$ cat src/rtl/bcd_pkg.sv
// Shared definitions for the BCD <-> binary converters: state encoding and digit limits.
// Both directions import this so their FSMs stay encoded identically.
package bcd_pkg;

    typedef enum logic [2:0] {
        INACTIVO = 3'd0,
        SHIFT    = 3'd1,
        CORREGIR = 3'd2,
        SIGNO    = 3'd3,
        FINAL    = 3'd4
    } estado_t;

    localparam logic [3:0] BCD_DIGIT_MAX = 4'd9;
    localparam logic [3:0] CORR_UMBRAL   = 4'd8;

    function automatic logic digito_valido(input logic [3:0] d);
        return d <= BCD_DIGIT_MAX;
    endfunction

endpackage

$ cat src/rtl/bcd_a_binario_if.sv
// Start/done handshake and data bus between the operand entry logic and the BCD-to-binary converter.
interface bcd_a_binario_if #(
    parameter int DIGITS = 4,
    parameter int BIN_W  = 14
);
    logic                  inicio;
    logic                  signo;
    logic [4*DIGITS-1:0]   bcd;
    logic [BIN_W:0]        binario;
    logic                  done;
    logic                  ocupado;
    logic                  error;

    modport master (
        output inicio, signo, bcd,
        input  binario, done, ocupado, error
    );

    modport slave (
        input  inicio, signo, bcd,
        output binario, done, ocupado, error
    );
endinterface

$ cat src/rtl/corrector_digito_bcd.sv
// One-digit correction step of reverse double dabble: a nibble of 8 or more loses 3.
module corrector_digito_bcd
    import bcd_pkg::*;
(
    input  logic [3:0] d,
    output logic [3:0] q
);
    assign q = (d >= CORR_UMBRAL) ? d - 4'd3 : d;
endmodule

$ cat src/rtl/bcd_a_binario.sv
// Sequential signed BCD-to-binary converter (reverse double dabble: shift right, subtract 3).
// Fixed latency of 8*DIGITS cycles for valid input, 2 cycles when a digit is out of range.
module bcd_a_binario
    import bcd_pkg::*;
#(
    parameter int DIGITS = 4,
    parameter int BIN_W  = 14
) (
    input  logic           clk,
    input  logic           reset,
    bcd_a_binario_if.slave bus
);
    localparam int REG_W = 4*DIGITS;
    localparam int CNT_W = (REG_W > 1) ? $clog2(REG_W) : 1;
    localparam logic [CNT_W-1:0] CNT_ULT = CNT_W'(REG_W-1);

    estado_t          estado, estado_sig;
    logic [REG_W-1:0] bcd_reg, bin_reg, bcd_corr;
    logic [CNT_W-1:0] cnt;
    logic             signo_reg;
    logic             entrada_invalida;
    logic             cargar, desplazar, corregir, escribir_res, escribir_err;

    function automatic logic hay_digito_invalido(input logic [REG_W-1:0] v);
        logic inv;
        inv = 1'b0;
        for (int i = 0; i < DIGITS; i++) begin
            if (!digito_valido(v[4*i +: 4]))
                inv = 1'b1;
        end
        return inv;
    endfunction

    // Negative zero falls out naturally: -0 is 0 in two's complement.
    function automatic logic signed [BIN_W:0] aplicar_signo(input logic neg,
                                                            input logic [BIN_W-1:0] mag_in);
        logic signed [BIN_W:0] mag;
        mag = signed'({1'b0, mag_in});
        return neg ? -mag : mag;
    endfunction

    assign entrada_invalida = hay_digito_invalido(bus.bcd);

    for (genvar g = 0; g < DIGITS; g++) begin : g_corr
        corrector_digito_bcd u_corr (
            .d (bcd_reg[4*g +: 4]),
            .q (bcd_corr[4*g +: 4])
        );
    end

    always_ff @(posedge clk or negedge reset) begin
        if (!reset)
            estado <= INACTIVO;
        else
            estado <= estado_sig;
    end

    always_comb begin
        estado_sig   = estado;
        cargar       = 1'b0;
        desplazar    = 1'b0;
        corregir     = 1'b0;
        escribir_res = 1'b0;
        escribir_err = 1'b0;
        case (estado)
            INACTIVO: begin
                if (bus.inicio) begin
                    cargar     = 1'b1;
                    estado_sig = entrada_invalida ? FINAL : SHIFT;
                end
            end
            SHIFT: begin
                desplazar  = 1'b1;
                estado_sig = (cnt == CNT_ULT) ? SIGNO : CORREGIR;
            end
            CORREGIR: begin
                corregir   = 1'b1;
                estado_sig = SHIFT;
            end
            SIGNO: begin
                escribir_res = 1'b1;
                estado_sig   = INACTIVO;
            end
            FINAL: begin
                escribir_err = 1'b1;
                estado_sig   = INACTIVO;
            end
            default: estado_sig = INACTIVO;
        endcase
    end

    // Working register {bcd_reg, bin_reg} shifts as one word; no correction follows the last shift.
    always_ff @(posedge clk or negedge reset) begin
        if (!reset) begin
            bcd_reg     <= '0;
            bin_reg     <= '0;
            cnt         <= '0;
            signo_reg   <= 1'b0;
            bus.binario <= '0;
            bus.done    <= 1'b0;
            bus.ocupado <= 1'b0;
            bus.error   <= 1'b0;
        end else begin
            bus.done <= escribir_res | escribir_err;
            if (cargar) begin
                bcd_reg     <= bus.bcd;
                bin_reg     <= '0;
                cnt         <= '0;
                signo_reg   <= bus.signo;
                bus.error   <= entrada_invalida;
                bus.ocupado <= 1'b1;
            end
            if (desplazar) begin
                {bcd_reg, bin_reg} <= {1'b0, bcd_reg, bin_reg[REG_W-1:1]};
                cnt <= (cnt == CNT_ULT) ? '0 : cnt + 1'b1;
            end
            if (corregir)
                bcd_reg <= bcd_corr;
            if (escribir_res) begin
                bus.binario <= aplicar_signo(signo_reg, bin_reg[BIN_W-1:0]);
                bus.ocupado <= 1'b0;
            end
            if (escribir_err) begin
                bus.binario <= '0;
                bus.ocupado <= 1'b0;
            end
        end
    end

endmodule
$ cat src/flat_wrapper.sv
// flat-port wrapper written by rule: the top's interface ports become plain ports
module bcd_a_binario_flat import bcd_pkg::*;
#(
    parameter int DIGITS = 4,
    parameter int BIN_W  = 14
)
  (clk, reset, bus_inicio, bus_signo, bus_bcd, bus_binario, bus_done, bus_ocupado, bus_error);
  bcd_a_binario_if #(.DIGITS(DIGITS), .BIN_W(BIN_W)) bus_i ();
  input  logic clk;
  input  logic reset;
  input wire logic [$bits(bus_i.inicio)-1:0] bus_inicio;
  input wire logic [$bits(bus_i.signo)-1:0] bus_signo;
  input wire logic [$bits(bus_i.bcd)-1:0] bus_bcd;
  output wire logic [$bits(bus_i.binario)-1:0] bus_binario;
  output wire logic [$bits(bus_i.done)-1:0] bus_done;
  output wire logic [$bits(bus_i.ocupado)-1:0] bus_ocupado;
  output wire logic [$bits(bus_i.error)-1:0] bus_error;
  assign bus_i.inicio = bus_inicio;
  assign bus_i.signo = bus_signo;
  assign bus_i.bcd = bus_bcd;
  assign bus_binario = bus_i.binario;
  assign bus_done = bus_i.done;
  assign bus_ocupado = bus_i.ocupado;
  assign bus_error = bus_i.error;
  bcd_a_binario #(.DIGITS(DIGITS), .BIN_W(BIN_W)) u_core (.clk(clk), .reset(reset), .bus(bus_i));
endmodule
$ cat config.mk
export PLATFORM = sky130hd
export DESIGN_NAME = bcd_a_binario_flat
export DESIGN_NICKNAME = d
export VERILOG_FILES = /design/src/rtl/bcd_pkg.sv /design/src/rtl/bcd_a_binario_if.sv /design/src/rtl/corrector_digito_bcd.sv /design/src/rtl/bcd_a_binario.sv /design/src/flat_wrapper.sv
export SDC_FILE = /design/constraint.sdc
export NUM_CORES = 1
export LEC_CHECK = 0
export BUFFER_PORTS_ARGS = -buffer_cell sky130_fd_sc_hd__buf_2
export CORE_AREA = 4 4 93 95
export CTS_CLUSTER_DIAMETER = 80
export DETAILED_ROUTE_END_ITERATION = 8
export DIE_AREA = 0 0 97 99
export GPL_ROUTABILITY_DRIVEN = 0
export PLACE_DENSITY_LB_ADDON = 0.12
export SLEW_MARGIN = 20
export SYNTH_ARGS = -nofsm -noshare
export SYNTH_HDL_FRONTEND = slang
export SYNTH_HIERARCHICAL = 1
export SYNTH_SLANG_ARGS = --single-unit
export TNS_END_PERCENT = 10
$ cat constraint.sdc
create_clock -name clk -period 1.8 [get_ports clk]
set_clock_uncertainty 0.05 [all_clocks]
set_input_delay 0.27 -clock clk [delete_from_list [all_inputs] [get_ports clk]]
set_output_delay 0.27 -clock clk [all_outputs]
set_load 0.02 [all_outputs]
==> reports/results.tsv <==
metric	value	unit
outcome	finished, final reports clean	
antenna fix cells	0	
H-tree Lvls	3	
Ys Warns	6	
total of max-cap violations	0	
CTS Buf Count	9	
hold crit path type	in2reg	
Metal-1 WL	3720	um
num rows	32	
min cycle time layout	1.75	ns
mapped cell area	3080	um^2
largest net degree at the start of global routing	59	
Slew Viols, Final	0	
static leakage power	0.00177	uW
final WL	7520	um
Worst EP arrival	1.91	ns
DR WL/cell	16.3	um
Worst-Margin Slew	0.728	ns
starting density of the core	0.399	
initial DRC count	158	
number of global-route vias before repair	2547	
CTS max path bufs	2	
HPWL after DPL	5020	um
die area	9600	um^2
dominant synthesized flop cell	dfrtp_1	
internal reg-to-reg setup slack	0.05	ns
Final Power	5190	uW
asr flop ratio synth	1.00	
CTS root buffer	clkbuf_8	
count of cell types in the netlist	48	
synth-to-layout area growth	23.3	%
boundary pin count	38	
post-synth top area share	0.471	
gr ovfl total	0	
fmax	571	MHz
CTS tree	done	
syn_area_per_cell	10.3	um^2
die height	99	um
CTS clk-pin slew, worst paths	0.07	ns
pre-CTS setup slack	-0.0463	ns
routed wl met2	3350	um
final setup fails	0	
Hold Startpoint	bus_bcd[8]	
P per Cell Area	1370	nW/um^2
Core ar.	7730	um^2
crit start category	flop	
Slowest-stage cell, CP	or4_4	
hold depth	3	
Post-Syn Nets	329	
placed cell area	3590	um^2
Setup Fix Bufs, Post-CTS	0	
CP max FO	5	
Reg2Reg Depth	5	
crit share post-route	0.973	
RSZ-0062 raised after global routing	yes	
design area	3800	um^2
ratio of cells with drive above 1 in the final layout	0.272	
detailed-route DRC error count	0	
Layout Nets	387	
FF-to-FF Start	u_core/bin_reg[0]	
PortBufs	37	
Peak VDD IR	627	uV
Synth area leader	dfrtp_1	
CP bufs+invs	1	
fin cells	462	
post-synthesis register bit count	58	
critical path type	reg2reg	
cells along the critical path	buf_4 > or4_4 > nor4_4 > nor4b_1 > a311o_1	
data required time of the critical path	1.96	ns
Total GRT Usage	0.166	
Cells after Synth	299	
initial antenna violation count	0	
DR vias	2531	
Post-synth EDFFs	0	
ANT nets after route	0	
slowest stage delay, CP	0.46	ns
die width	97	um
CP top delay family	simple AND/OR/NAND/NOR gates	
worst setup margin	0.0478	ns
worst skew pair latency	0.33	ns
met3 routed WL	354	um
Final Hold Violating Endpoints	0	
Clock Sinks	58	
WHS Endpoint	u_core/bcd_reg[8]	
most area-consuming cells after synthesis	dfrtp_1, a22o_1, a22oi_1	
CP endpoint kind	flop	
Slew headroom	0.515	
setup TNS	0	ns
first-pass GRT wire length	13000	um
via/cell ratio	5.48	
r2r endpoint	u_core/bus.binario[9]	
Top Metal Used	met4	
filler instances	710	
sequential fraction of the synthesis area	0.471	
Cells after DPL	447	
router iterations before antenna repair	4	
==> per-layer routing <==
metal | vias to the layer above | global-route usage
met1 | 1233 | 0.234
met2 | 54 | 0.252
met4 | 0 | 0.0680
li1 | 1237 | -
met5 | - | 0
met3 | 7 | 0.0326
==> cell usage in the layout, fill, tap and decap left out, types with 5 or more instances in the layout <==
master    count
a21oi_1       9
a22o_1       26
a22oi_1      30
buf_2        37
buf_4        25
clkbuf_8     10
dfrtp_1      58
ha_1         10
inv_1        12
nand2_1      14
nand2b_1      5
nor2b_1       9
nor3_1        5
o21ai_0      32
xnor2_1      13
==> synthesized netlist by cell type, types with 2 or more instances <==
| cell type | count |
|---|---|
| xnor2_1 | 13 |
| nand3_1 | 3 |
| a22o_1 | 26 |
| o31ai_1 | 5 |
| buf_2 | 5 |
| nand2_1 | 14 |
| ha_1 | 10 |
| a22oi_1 | 30 |
| or3_1 | 2 |
| nor2_1 | 4 |
| nor2b_1 | 9 |
| dfrtp_1 | 58 |
| mux2_2 | 2 |
| nand4_1 | 3 |
| o211ai_1 | 2 |
| clkbuf_1 | 15 |
| a211o_1 | 2 |
| nand2b_1 | 5 |
| a21oi_1 | 9 |
| xor2_1 | 4 |
| inv_1 | 12 |
| nand4b_1 | 2 |
| nor3_1 | 5 |
| a22o_2 | 2 |
| nor4_1 | 2 |
| o21ai_1 | 2 |
| o21ai_0 | 32 |
==> worst max-delay path by stage <==
stage	start	end	slack [ns]	cells after the start
2_1_floorplan	u_core/bin_reg[1]	u_core/bus.binario[10]	0.02	7
3_3_place_gp	u_core/estado[0]	u_core/bcd_reg[5]	-0.05	3
3_5_place_dp	u_core/bin_reg[1]	u_core/bus.binario[10]	-0.05	6
4_1_cts	u_core/bin_reg[0]	u_core/bus.binario[9]	0.002	5
5_1_grt	u_core/bin_reg[1]	u_core/bus.binario[12]	-0.03	6
6_report	u_core/bin_reg[0]	u_core/bus.binario[9]	0.05	5
==> cell type report <==
type	instances	area, um^2	share of cell area
multi-input cells	209	1570	0.412
inverters	12	45.0	0.0118
clock inverters	4	20.0	0.00526
well taps	102	128	0.0336
clock buffers	10	138	0.0362
flip-flops and latches	58	1450	0.382
repair buffers	67	454	0.119
==> stage by stage <==
stage / utilization / hold slack (ns)
6_report: 0.492 / 0.124
5_1_grt: 0.492 / 0.128
4_1_cts: 0.487 / 0.109
3_5_place_dp: 0.465 / 0.258
2_1_floorplan: - / -0.0756
3_3_place_gp: 0.464 / 0.259
==> cells by family (layout without fill, tap and decap cells) <==
kind of cell             after synthesis  after routing  synth area share
AO/OA/AOI/OAI                        118            118             0.270
AND/OR/NAND/NOR                       61             61             0.119
flip-flops                            58             58             0.471
buffers and inverters                 32             93            0.0410
XOR/XNOR                              17             17            0.0483
adder cells (fa/ha/maj)               10             10            0.0406
multiplexers                           3              3            0.0105
==> tightest hold or removal path: stages <==
cell     delay (ns)
buf_2          0.07
a22oi_1        0.06
o21ai_0        0.06
==> where the power goes <==
group	internal (uW)	switching, uW	total (uW)
Sequential	1620	427	2050
Combinational	943	1190	2130
Clock	511	498	1010
==> repair_timing <==
action,4_1_cts,5_1_grt
gates resized for setup,1,7
hold buffers,1,0
setup endpoints to repair,5,8
endpoints found under the hold margin,58,0
Note: power is estimated with default switching activity, not from simulation.
